## src/rtl/kat_adc_sync_align.sv

```systemverilog
// kat_adc_sync_align: ADC sync-edge detector, lane realigner and lock tracker.
// Define KAT_SYNC_ALIGN_ERR_CNT_EN to build the saturating lock-loss counter (err_count).
module kat_adc_sync_align #(
  parameter int PERIOD_BITS = 24,
  parameter int LOCK_COUNT  = 4
) (
  input  logic                   ctrl_clk_in,
  input  logic                   ctrl_reset,
  input  logic [31:0]            in_datai,
  input  logic [31:0]            in_dataq,
  input  logic [3:0]             in_sync,
  input  logic                   in_valid,
  output logic [31:0]            out_datai,
  output logic [31:0]            out_dataq,
  output logic                   out_sync,
  output logic                   out_valid,
  output logic [1:0]             phase,
  output logic                   locked,
  output logic [PERIOD_BITS-1:0] sync_period,
  output logic [15:0]            err_count
);
  typedef enum logic [1:0] {SEARCH, ACQUIRE, LOCKED} state_t;
  localparam logic [PERIOD_BITS-1:0] CNT_MAX = '1;
  localparam logic [3:0] LC = 4'(LOCK_COUNT);
  state_t                 state_q, state_d;
  logic [3:0]             match_q, match_d;
  logic [PERIOD_BITS-1:0] cnt_q, cnt_d, period_q, period_d, cnt_inc;
  logic [1:0]             phase_q, phase_d, k_edge;
  logic                   last_q, last_d, held_v_q, held_v_d, held_e_q, held_e_d;
  logic [31:0]            hi_q, hi_d, hq_q, hq_d, oi_q, oi_d, oq_q, oq_d;
  logic                   os_q, os_d, ov_q, ov_d, hit, match;
  logic [4:0]             sv;
  logic [63:0]            wide_i, wide_q;
  always_comb begin
    sv = {in_sync, last_q};
    hit = 1'b0;
    k_edge = 2'd0;
    for (int k = 3; k >= 0; k--) begin
      if (sv[k+1] && !sv[k]) begin
        hit = 1'b1;
        k_edge = 2'(k);
      end
    end
    cnt_inc = (cnt_q == CNT_MAX) ? cnt_q : PERIOD_BITS'(cnt_q + 1'b1);
    match = (k_edge == phase_q) && (cnt_inc == period_q) && (cnt_inc != CNT_MAX);
    // Lanes phase..3 of the held word followed by lanes 0..phase-1 of the new word.
    wide_i = {in_datai, hi_q} >> {phase_q, 3'b000};
    wide_q = {in_dataq, hq_q} >> {phase_q, 3'b000};
  end
  always_comb begin
    state_d = state_q;
    match_d = match_q;
    cnt_d = cnt_q;
    period_d = period_q;
    phase_d = phase_q;
    last_d = last_q;
    held_v_d = held_v_q;
    held_e_d = held_e_q;
    hi_d = hi_q;
    hq_d = hq_q;
    oi_d = oi_q;
    oq_d = oq_q;
    os_d = 1'b0;
    ov_d = 1'b0;
    if (in_valid) begin
      last_d = in_sync[3];
      hi_d = in_datai;
      hq_d = in_dataq;
      held_v_d = 1'b1;
      held_e_d = hit;
      ov_d = held_v_q;
      os_d = held_v_q && held_e_q;
      oi_d = held_v_q ? wide_i[31:0] : oi_q;
      oq_d = held_v_q ? wide_q[31:0] : oq_q;
      cnt_d = hit ? '0 : cnt_inc;
      phase_d = hit ? k_edge : phase_q;
      period_d = hit ? cnt_inc : period_q;
      if (hit) begin
        case (state_q)
          SEARCH: begin
            state_d = ACQUIRE;
            match_d = 4'd0;
          end
          ACQUIRE: begin
            match_d = match ? match_q + 4'd1 : 4'd0;
            state_d = (match && (match_q + 4'd1 == LC)) ? LOCKED : ACQUIRE;
          end
          LOCKED: begin
            state_d = match ? LOCKED : ACQUIRE;
            match_d = match ? match_q : 4'd0;
          end
          default: state_d = SEARCH;
        endcase
      end else if (state_q == LOCKED && cnt_inc == CNT_MAX && cnt_q != CNT_MAX) begin
        state_d = SEARCH;
        match_d = 4'd0;
      end
    end
  end
  always_ff @(posedge ctrl_clk_in or posedge ctrl_reset) begin
    if (ctrl_reset) begin
      state_q <= SEARCH;
      match_q <= '0;
      cnt_q <= '0;
      period_q <= '0;
      phase_q <= '0;
      last_q <= 1'b0;
      held_v_q <= 1'b0;
      held_e_q <= 1'b0;
      hi_q <= '0;
      hq_q <= '0;
      oi_q <= '0;
      oq_q <= '0;
      os_q <= 1'b0;
      ov_q <= 1'b0;
    end else begin
      state_q <= state_d;
      match_q <= match_d;
      cnt_q <= cnt_d;
      period_q <= period_d;
      phase_q <= phase_d;
      last_q <= last_d;
      held_v_q <= held_v_d;
      held_e_q <= held_e_d;
      hi_q <= hi_d;
      hq_q <= hq_d;
      oi_q <= oi_d;
      oq_q <= oq_d;
      os_q <= os_d;
      ov_q <= ov_d;
    end
  end
`ifdef KAT_SYNC_ALIGN_ERR_CNT_EN
  logic [15:0] err_q, err_d;
  logic        loss;
  // A lock loss is either a mismatching edge or the period counter saturating while locked.
  assign loss = in_valid && state_q == LOCKED &&
                (hit ? !match : (cnt_inc == CNT_MAX && cnt_q != CNT_MAX));
  assign err_d = (loss && err_q != 16'hFFFF) ? err_q + 16'd1 : err_q;
  always_ff @(posedge ctrl_clk_in or posedge ctrl_reset) begin
    if (ctrl_reset) err_q <= '0;
    else err_q <= err_d;
  end
  assign err_count = err_q;
`else
  assign err_count = '0;
`endif
  assign out_datai = oi_q;
  assign out_dataq = oq_q;
  assign out_sync = os_q;
  assign out_valid = ov_q;
  assign phase = phase_q;
  assign locked = state_q == LOCKED;
  assign sync_period = period_q;
endmodule

```

## config.mk

```make
export PLATFORM = sky130hd
export DESIGN_NAME = kat_adc_sync_align
export DESIGN_NICKNAME = d
export VERILOG_FILES = /design/src/rtl/kat_adc_sync_align.sv
export SDC_FILE = /design/constraint.sdc
export NUM_CORES = 1
export LEC_CHECK = 0
export ABC_AREA = 1
export CAP_MARGIN = 15
export CORE_MARGIN = 4
export CORE_UTILIZATION = 45
export DETAILED_ROUTE_END_ITERATION = 8
export HOLD_SLACK_MARGIN = 0.03
export PLACE_DENSITY = 0.75
export SLEW_MARGIN = 40
export SYNTH_ARGS = -nofsm -noshare
export SYNTH_HDL_FRONTEND = slang
export SYNTH_SLANG_ARGS = --single-unit
```

## constraint.sdc

```tcl
create_clock -name ctrl_clk_in -period 8.7 [get_ports ctrl_clk_in]
set_clock_uncertainty 0.05 [all_clocks]
set_input_delay 1.74 -clock ctrl_clk_in [delete_from_list [all_inputs] [get_ports ctrl_clk_in]]
set_output_delay 1.74 -clock ctrl_clk_in [all_outputs]
set_load 0.03 [all_outputs]
```

# Word-level counts from Yosys, hierarchy flattened
# Index checks and enable logic that the tools add are counted.
# word_totals
memories,0
wordCells,71
mem_bits_rw,0
latch_bits,0
romBits,0
ff_bits,189
input_bits,71
out_inout_bits,109
# op_classes
n_eq_ne,11
order_cmp,0
n_reduce_logical,20
n_shift,2
n_div,0
mux,22
n_bitwise,0
addsub,2
multipliers,0
# ops
operator,count
>> shifter 64 x 5 -> 32 bit,2
"== test 24 bit, second input constant",2
2-to-1 mux 24 bit,2
"inequality test 24 bit, second input constant",2
"adder 24 x 1 -> 24 bit, second input constant",1
== test 24 bit,1
2-to-1 mux 2 bit,8
2-to-1 mux 4 bit,4
case mux 4 bit (3 select lines),1
logical AND 1 bit,10
2-to-1 mux 1 bit,6
case mux 2 bit (3 select lines),1
AND reduction 2 bit,3
"adder 4 x 1 -> 4 bit, second input constant",1
"== test 4 x 3 -> 1 bit, second input constant",1
zero test 1 bit,4
"inequality test 4 x 2 -> 1 bit, second input constant",1
AND reduction 4 bit,1
"inequality test 3 bit, second input constant",1
"== test 2 x 1 -> 1 bit, second input constant",1
== test 2 bit,1
"== test 2 bit, second input constant",1
zero test 2 bit,1
nonzero test 2 bit,1

# Longest topological paths before layout
# Gate-level depths: netlist of the first run.
# logic_depth
depth_word,13
depth_mapped,20
ltp_nobuf,20

# Worst setup path after synthesis of the first run
# No wires, ideal clock.
# synth_timing
path_type,input to register
start,input in_sync[2]
end,register match_q[0]
stages,13
required_ns,8.533
arrival_ns,2.969
path_buffers,0
setup_ns,0.117
slack_ns,5.563
path_cell_list,inv_1 > o21ai_0 > nand3_1 > xor2_1 > nand3b_1 > nor2_1 > nand3_1 > nor2_1 > nand2_1 > nand2_1 > nand3_2 > nand3_1 > nand2_1
# synth_between
elab_chain_len,12
word_cells_on_any_way,21
cone_classes,3 x eq/ne; 11 x mux; 7 x reduce/logical
# synth_rtl
item,line_no,source
start: declaration,11,"input logic [3:0] in_sync,"
zero test 1 bit,39,if (sv[k+1] && !sv[k]) begin
logical AND 1 bit,39,
2-to-1 mux 2 bit (4 in series),39,
== test 2 bit,45,match = (k_edge == phase_q) && (cnt_inc == period_q) && (cnt_inc != CNT_MAX);
logical AND 1 bit (2 in series),45,
2-to-1 mux 4 bit,85,match_d = match ? match_q + 4'd1 : 4'd0;
case mux 4 bit (3 select lines),79,case (state_q)
2-to-1 mux 4 bit,78,if (hit) begin
end signal: assignment,118,match_q <= match_d;
end: declaration,26,"logic [3:0] match_q, match_d;"
# Several ways; a longest one is shown, not always the timed one.
# A chain may end at the register's enable or synchronous reset.

# Worst setup path after layout of the first run
# layout_timing
start,input in_valid
end,register match_q[1]
# layout_between
elab_chain_len,1
# layout_rtl
item,line_no,source
start: declaration,12,"input logic in_valid,"
AND reduction 4 bit (no source line),n/a,
# No other way between the ends.

==> run_results.csv, run 1 <==
group,metric,value,unit
placement,portBuffers,163,
setup_path,slowest_stage,"buf_6",
layout,diodes,0,
route,antenna_left,0,
route,drtPass1Iterations,6,
power,p_per_area,200,nW/um^2
layout,final_nets,1705,
route,routedWlPerCell,15.5,um
clock_network,post-cts-setup-buffers,0,
synth,yosys_warnings,0,
layout,stdcell_count,1958,
sta,setup_viol,0,
global_routing,grt_pass1_wl,49.2,mm
setup_path,crit_fanout,92,
sta,grt_setup_unrepaired,"no",
run_status,status,"completed",
floorplanning,die_w,162,um
sta,period_minus_slack,4.20,ns
clock_network,clk_pin_slew,0.07,ns
sta,fin_setup_tns,0,ns
setup_path,cp-start-kind,"input pin",
setup_path,required,8.99,ns
sta,max_freq,238,MHz
setup_path,path_class,"input pin to flip-flop",
layout,drive_gt1_share,4.62,%
setup_path,endpoint_kind,"flip-flop",
route,num_vias,10200,
route,viasPerCell,5.23,
global_routing,grt_overflow_total,0,
worst_hold_path,min-delay-path-class,"flip-flop to flip-flop",
synth,async_flop_share,100,%
floorplanning,rows,55,
floorplanning,core,22900,sq um
power,ir_worst_vdd,0.138,mV
layout,area_growth,22.0,%
setup_path,cpPeakStageDelay,0.58,ns
floorplanning,io_pins,180,
global_routing,grt_pass1_vias,9573,
sta,maxSlewViolCount,0,
route,route.detailed.drc,0,
synth,netlist_area,10600,sq um
clock_network,clockBufferDepth,2,
sta,slew_headroom,48.8,%
sta,tightest_slew,0.768,ns
global_routing,grt_max_degree,132,
sta,worst_slack,4.50,ns
route,wl,30.3,mm
clock_network,numCtsBuffers,17,
clock_network,cts_root_buffer,"clkbuf_16",
clock_network,clock_latency,0.45,ns
floorplanning,die_area,26100,sq um
setup_path,cp.arrival,4.48,ns
clock_network,cts_tree,"yes",
global_routing,track_usage,23.2,%
synth,synth_edf_count,0,
global_routing,antenna_found_initial,1,
route,drtIter0Drc,879,
sta,hold_viol,0,
synth,syn_avg_cell_area,6.99,sq um
placement,hpwl,20.9,mm
synth,synth_cells,1520,
clock_network,post_cts_resized,0,
placement,place_ws,3.78,ns
flow_run,max-cap-violations,0,
synth,synth_seq_cells,189,
clock_network,htreeDepth,4,
floorplanning,start_util,46.4,%
floorplanning,die_height,162,um
power,leakage,6.12,nW
placement,routabilityCongestion,0.938,
clock_network,cts_num_sinks,189,
clock_network,holdBufCountCts,0,
synth,synth_ff_type,"dfrtp_1",
sta,fin_crit_sh,48.2,%
synth,seq_area_frac_synth,44.5,%
placement,dp_cells,1926,
synth,yosysUniqueCellTypes,35,
setup_path,crit_chain,"buf_4, buf_6, inv_2, nor2_2, buf_4, inv_1, nand2_4, nand3_4, nand2_1, nand2_1",
==> logic make-up (layout without fill, tap and decap cells) <==
kind of cell / after synthesis / in the layout / share of synthesized area, %
AO/OA/AOI/OAI: 332 / 332 / 16.1
other: 1 / 16 / 0.0353
buffers and inverters: 255 / 365 / 9.80
flip-flops: 189 / 189 / 44.5
adder cells (fa/ha/maj): 2 / 2 / 0.235
XOR/XNOR: 11 / 11 / 0.906
AND/OR/NAND/NOR: 730 / 730 / 28.5
==> through the flow <==
step           cell area (sq um)  power, mW  hold slack, ns  utilization (%)
2_1_floorplan              10700       1.51           0.387                -
3_3_place_gp               12400       1.79           0.420             53.9
3_5_place_dp               12400       1.79           0.421             54.0
4_1_cts                    13000       2.61           0.438             56.6
5_1_grt                    13000       2.72           0.454             56.6
6_report                   13000       2.59           0.443             56.6
==> power breakdown <==
group / internal, mW / switching [mW]
logic: 0.262 / 0.465
clock network: 0.413 / 0.395
registers: 0.980 / 0.0738
total: 1.65 / 0.934
==> area by class of cell <==
class	count	area, sq um
fillers	2119	9940
multi-input cells	1091	4920
flip-flops and latches	189	4730
repair buffers	173	1720
inverters	160	613
clock buffers	18	429
well taps	313	392
clock inverters	14	168
==> registers in the layout, summed over array words and instances (netlist names), 2 cells and up <==
register	cells
match_q	4
out_datai	32
out_dataq	32
phase	2
sync_period	24
cnt_q	24
hq_q	32
state_q	2
hi_q	32
==> critical path: cells and delay by family <==
kind | cells | cell delay [ns]
buffers and inverters | 5 | 2.14
and+or+nand+nor | 5 | 0.57
==> layer usage <==
layer | routed length, um | GRT usage (%)
met1 | 13600 | 33.1
met2 | 13800 | 36.5
met3 | 2340 | 4.85
met4 | 539 | 5.54
met5 | 13 | 0
==> worst paths after layout <==
path	depth (start not counted)	end	slack, ns	startpoint
max	10	match_q[1]	4.50	in_valid
min	2	hi_q[18]	0.44	hi_q[18]
max reg2reg	16	match_q[1]	5.78	cnt_q[0]
min reg2reg	2	hi_q[18]	0.44	hi_q[18]
max in group asynchronous	3	phase[0]	5.74	ctrl_reset
min in group asynchronous	2	out_dataq[1]	1.80	ctrl_reset
==> synth_stat cells (5+ instances only) <==
master	number	area share, %
nand2_2	6	0.35
inv_1	157	5.5
a21oi_1	78	3.7
nand2_1	451	16
nor2_2	7	0.41
nor2_1	148	5.2
nand3_1	84	4.0
dfrtp_1	189	44
o211ai_1	15	1.1
o21ai_0	232	11
clkbuf_1	71	2.5
nor2_4	5	0.53
buf_4	16	1.1
nand4_1	16	0.94
xor2_1	9	0.74
==> cell usage in the layout (no fill, tap or decap), types with 5 or more instances in the layout <==
master,synthesis,routed
a21oi_1,78,78
buf_4,16,8
clkbuf_16,0,17
clkdlybuf4s50_1,0,162
conb_1,1,16
dfrtp_1,189,187
inv_1,157,154
inv_6,0,5
nand2_1,451,450
nand2_2,6,7
nand3_1,84,84
nand4_1,16,16
nor2_1,148,147
nor2_2,7,8
nor2_4,5,5
o211ai_1,15,15
o21ai_0,232,232
xor2_1,9,9
Power figures use the tool's default switching activity.
==> run 2, diff against run 1 <==
- clock period: 8.7 -> 4 ns (I/O delays scaled with it)
==> run 2 against run 1 <==
First-iteration DRC count grew 7.8%. Sequential share of layout area is 0.12 points lower. Combinational power rose by 120%. Critical path depth rose by 8. Clock power up 100%. Non-clock buffer count rose by 6. Final area rose by 0.34%. Core utilization increased by 0.19 points. Worst setup slack got worse by 3.4 ns. Critical path type is now flip-flop to flip-flop. Critical endpoint unchanged. Highest routed layer is now met4.
==> run_results.csv, run 2 (same netlist as run 1, synthesis figures left out) <==
group,metric,value,unit
run_status,status,"completed",
floorplanning,core,22900,sq um
layout,area_growth,22.4,%
route,drtIter0Drc,948,
route,num_vias,10300,
route,drtPass1Iterations,7,
global_routing,use_met2,37.0,%
route,routedWlPerCell,15.5,um
global_routing,use_met1,31.5,%
sta,holdWs,0.438,ns
sta,maxSlewViolCount,0,
sta,fin_crit_sh,73.2,%
floorplanning,rows,55,
setup_path,required,4.32,ns
power,power.total,5.51,mW
floorplanning,die_w,162,um
route,antenna_left,0,
layout,final_common_cell,"nand2_1",
floorplanning,die_area,26100,sq um
clock_network,holdBufCountCts,0,
global_routing,grt_max_degree,110,
setup_path,crit_fanout,41,
route,viasPerCell,5.26,
setup_path,cp-start-kind,"flip-flop",
global_routing,met3_usage,6.90,%
sta,grt_setup_unrepaired,"no",
setup_path,critPathLaunch,"cnt_q[0]",
clock_network,post_cts_resized,0,
clock_network,clk_pin_slew,0.07,ns
floorplanning,io_pins,180,
route,wl,30.5,mm
route,route.detailed.drc,0,
global_routing,track_usage,23.5,%
setup_path,worstReg2RegEnd,"match_q[1]",
global_routing,grt_pass1_wl,50.1,mm
sta,setup_viol,0,
placement,routabilityCongestion,0.977,
global_routing,grt_overflow_total,0,
clock_network,cts_num_sinks,189,
power,leakage,6.14,nW
placement,portBuffers,163,
clock_network,post-cts-setup-buffers,0,
clock_network,htreeDepth,4,
clock_network,clock_latency,0.44,ns
setup_path,r2r_cells,18,
power,ir_worst_vdd,0.288,mV
floorplanning,die_height,162,um
sta,tightest_slew,0.822,ns
global_routing,antenna_found_initial,1,
floorplanning,start_util,46.4,%
clock_network,clockBufferDepth,2,
sta,fin_setup_tns,0,ns
sta,slew_headroom,44.9,%
setup_path,r2r_slack,1.07,ns
power,p_per_area,423,nW/um^2
clock_network,numCtsBuffers,17,
global_routing,grt_pass1_vias,9837,
layout,mostFrequentLayoutCells,"450 x nand2_1, 232 x o21ai_0, 187 x dfrtp_1",
clock_network,cts_root_buffer,"clkbuf_16",
layout,final_util,56.8,%
setup_path,regToRegStartpoint,"cnt_q[0]",
layout,drive_gt1_share,4.91,%
sta,max_freq,341,MHz
setup_path,crit_end,"match_q[1]",
clock_network,cts_tree,"yes",
worst_hold_path,min-delay-path-class,"flip-flop to flip-flop",
sta,period_minus_slack,2.93,ns
setup_path,endpoint_kind,"flip-flop",
global_routing,busiest_layer,"met2",
flow_run,max-cap-violations,0,
placement,hpwl,21.5,mm
sta,hold_viol,0,
setup_path,cp.arrival,3.25,ns
setup_path,path_class,"flip-flop to flip-flop",
layout,final_nets,1711,
[run 2: cell types whose count changed in the layout (fill, tap and decap cells not counted), sizes merged]
cell,before,now
clkinv,4,6
clkbuf,18,17
clkinvlp,1,3
inv,168,165
buf,11,17
bufinv,1,0
diode,0,1
[run 2: worst min-delay path by stage]
stage                  start            end  slack (ns)  depth (start not counted)
4_1_cts         out_dataq[4]   out_dataq[4]        0.44                          2
3_5_place_dp   out_dataq[13]  out_dataq[13]        0.42                          2
5_1_grt             hi_q[17]       hi_q[17]        0.46                          2
2_1_floorplan       held_v_q       held_v_q        0.39                          1
6_report       out_dataq[31]  out_dataq[31]        0.44                          2
3_3_place_gp   out_dataq[13]  out_dataq[13]        0.42                          2
[run 2: critical path, cell delays in order (launching register included)]
cell     delay [ns]
dfrtp_1        0.42
ha_1           0.26
nand2_2        0.10
nor2_4         0.05
nand2_4        0.10
nor2_4         0.06
nand2_4        0.34
nand2_1        0.21
nand2_1        0.16
nand2_1        0.11
nor2_1         0.11
nand2_1        0.05
nor2_1         0.17
nand2_1        0.07
nor2_1         0.12
nand4_1        0.20
nand3_4        0.13
nand2_1        0.05
nand2_1        0.07
[run 2: per-stage QoR]
step,instances,area [sq um],worst slack [ns]
detailed placement,1932,12500,0.958
floorplan,1535,10700,0.716
CTS,1963,13000,1.13
global placement,1931,12400,1.00
global route,1964,13000,0.784
finish,1964,13000,1.07
[run 2: routing by layer]
metal | part of all wire [%] | vias to the layer above | routed length [um]
met5 | 0 | - | 0
met4 | 2.2 | 0 | 665
met3 | 9.1 | 51 | 2770
met2 | 46 | 409 | 14100
met1 | 43 | 4815 | 13000
li1 | - | 5064 | -
[run 2: final cells by class]
class                      count  area, sq um
inverter                     160          607
sequential                   189         4730
fill                        2176         9900
multi-input combinational   1091         4920
timing repair buffer         179         1800
antenna                        1         2.50
clock buffer                  17          425
clock inverter                14          131
tap                          313          392
[run 2: where the power goes]
part	switching [mW]	leakage [nW]	internal [mW]
clock network	0.811	0.269	0.820
registers	0.160	2.36	2.13
logic	1.01	3.51	0.578
total	1.98	6.14	3.53
==> run 3, diff against run 2 <==
- PLACE_DENSITY: 0.75 -> 0.78
- clock period: 4 -> 2.4 ns (I/O delays scaled with it)
==> run 3 against run 2 <==
The run now ends with setup timing left. Clock-buffer cell count is the same. Hold slack lost 0.18 ns. Sequential power grew 66%. Die area is the same. Global-route usage grew 1.4 points. Routed wire length grew 7.6%. Flip-flop and latch count is the same. Fmax grew 11%. Combinational power grew 75%. Critical path type unchanged.
==> run_results.csv, run 3 (same netlist as run 1, synthesis figures left out) <==
group,metric,value,unit
global_routing,grt_pass1_vias,10400,
floorplanning,io_pins,180,
worst_hold_path,min_path_cells,2,
worst_hold_path,hold_end,"last_q",
clock_network,htreeDepth,4,
layout,drive_gt1_share,14.8,%
clock_network,holdBufCountCts,0,
clock_network,cts_root_buffer,"clkbuf_16",
sta,fin_crit_sh,110,%
power,ir_worst_vdd,0.475,mV
layout,final_common_cell,"nand2_1",
floorplanning,die_w,162,um
floorplanning,die_height,162,um
placement,dp_cells,2049,
route,antenna_left,0,
placement,routabilityCongestion,0.966,
route,wl_met3,2.48,mm
layout,final_util,63.0,%
sta,maxSlewViolCount,0,
setup_path,cp.arrival,2.96,ns
clock_network,clock_latency,0.45,ns
route,route.detailed.drc,0,
sta,slew_headroom,55.0,%
setup_path,path_class,"flip-flop to flip-flop",
layout,mostFrequentLayoutCells,"430 x nand2_1, 229 x o21ai_0, 185 x dfrtp_1",
setup_path,r2r_cells,19,
sta,worst_slack,-0.229,ns
sta,tightest_slew,0.675,ns
route,routedWlPerCell,15.7,um
sta,holdWs,0.255,ns
clock_network,cts_tree,"yes",
floorplanning,start_util,46.4,%
route,viasPerCell,5.23,
floorplanning,core,22900,sq um
layout,area_growth,35.8,%
placement,hpwl,22.8,mm
global_routing,grt_max_degree,123,
run_status,violations,"setup timing",
setup_path,crit_fanout,4,
global_routing,grt_overflow_total,0,
setup_path,cp-start-kind,"flip-flop",
clock_network,numCtsBuffers,17,
power,leakage,6.88,nW
clock_network,cts_num_sinks,189,
power,power.total,9.59,mW
route,met1_length,14.1,mm
layout,diodes,0,
clock_network,clockBufferDepth,2,
flow_run,max-cap-violations,0,
setup_path,regToRegStartpoint,"cnt_q[0]",
setup_path,r2r_slack,-0.23,ns
layout,final_nets,1843,
layout,stdcell_count,2096,
route,drtIter0Drc,928,
route,wl,32.8,mm
sta,fin_setup_tns,-1.08,ns
sta,period_minus_slack,2.63,ns
power,p_per_area,664,nW/um^2
route,highest_layer,"met4",
run_status,status,"complete, but fails checks",
global_routing,grt_pass1_wl,53.2,mm
route,drtPass1Iterations,6,
sta,max_freq,380,MHz
global_routing,antenna_found_initial,0,
sta,grt_setup_unrepaired,"yes",
worst_hold_path,min-delay-path-class,"input pin to flip-flop",
sta,setup_viol,6,
worst_hold_path,min_from,"in_valid",
setup_path,worstReg2RegEnd,"match_q[1]",
clock_network,clk_pin_slew,0.08,ns
setup_path,required,2.74,ns
floorplanning,rows,55,
sta,hold_viol,0,
route,num_vias,11000,
global_routing,track_usage,24.9,%
setup_path,endpoint_kind,"flip-flop",
route,wl_met2,15.8,mm
floorplanning,die_area,26100,sq um
placement,portBuffers,163,
-- run 3: what timing repair did --
action | in CTS | in global routing
gates cloned | 2 | 0
hold endpoints to repair | 0 | 0
gates resized for setup | 56 | 11
setup endpoints to repair | 7 | 6
setup buffers | 10 | 3
pin swaps | 31 | 18
-- run 3: through the flow --
step | area (sq um) | worst slack (ns)
after floorplan | 10700 | -0.564
after global placement | 13400 | -0.179
after detailed placement | 13400 | -0.244
after CTS | 14400 | -0.101
after global routing | 14400 | -0.436
final | 14400 | -0.229
-- run 3: power breakdown --
| group | internal [mW] | total [mW] | switching (mW) |
|---|---|---|---|
| clock | 1.59 | 3.00 | 1.41 |
| sequential | 3.55 | 3.81 | 0.255 |
| combinational | 1.04 | 2.78 | 1.74 |
-- run 3: layer usage --
metal	track usage, %	vias to the layer above
li1	-	5327
met3	4.85	45
met1	34.4	5148
met4	6.23	0
met5	0	-
met2	40.8	443
-- run 3: worst max-delay path: stages, from the launching register on --
cell and delay, ns:
dfrtp_1 0.40, ha_4 0.18, nand2_4 0.05, nor2_4 0.13, nand2_4 0.08, buf_6 0.14
nor2_4 0.12, nand2_2 0.09, buf_6 0.13, nand4_1 0.12, nand2_1 0.11, nand2_1 0.08
nand2_2 0.08, nor2_1 0.10, nand3_1 0.07, nor2_1 0.09, nand4_1 0.20, nor2_1 0.19
nand3_2 0.07, nand2_1 0.07
-- run 3: worst max path at each step --
stage	start	to	slack (ns)	depth (start not counted)
finish	cnt_q[0]	match_q[1]	-0.23	19
global route	cnt_q[0]	match_q[2]	-0.44	20
CTS	cnt_q[1]	match_q[2]	-0.10	21
detailed placement	in_sync[2]	match_q[2]	-0.24	14
global placement	cnt_q[0]	match_q[3]	-0.18	18
floorplan	ctrl_reset	cnt_q[0]	-0.56	1
-- run 3: area by class of cell --
class / count / area [sq um]
Fill cell: 1987 / 8480
Multi-Input combinational cell: 1093 / 5170
Sequential cell: 189 / 4740
Timing Repair Buffer: 309 / 2910
Inverter: 160 / 608
Clock buffer: 17 / 425
Tap cell: 313 / 392
Clock inverter: 15 / 193
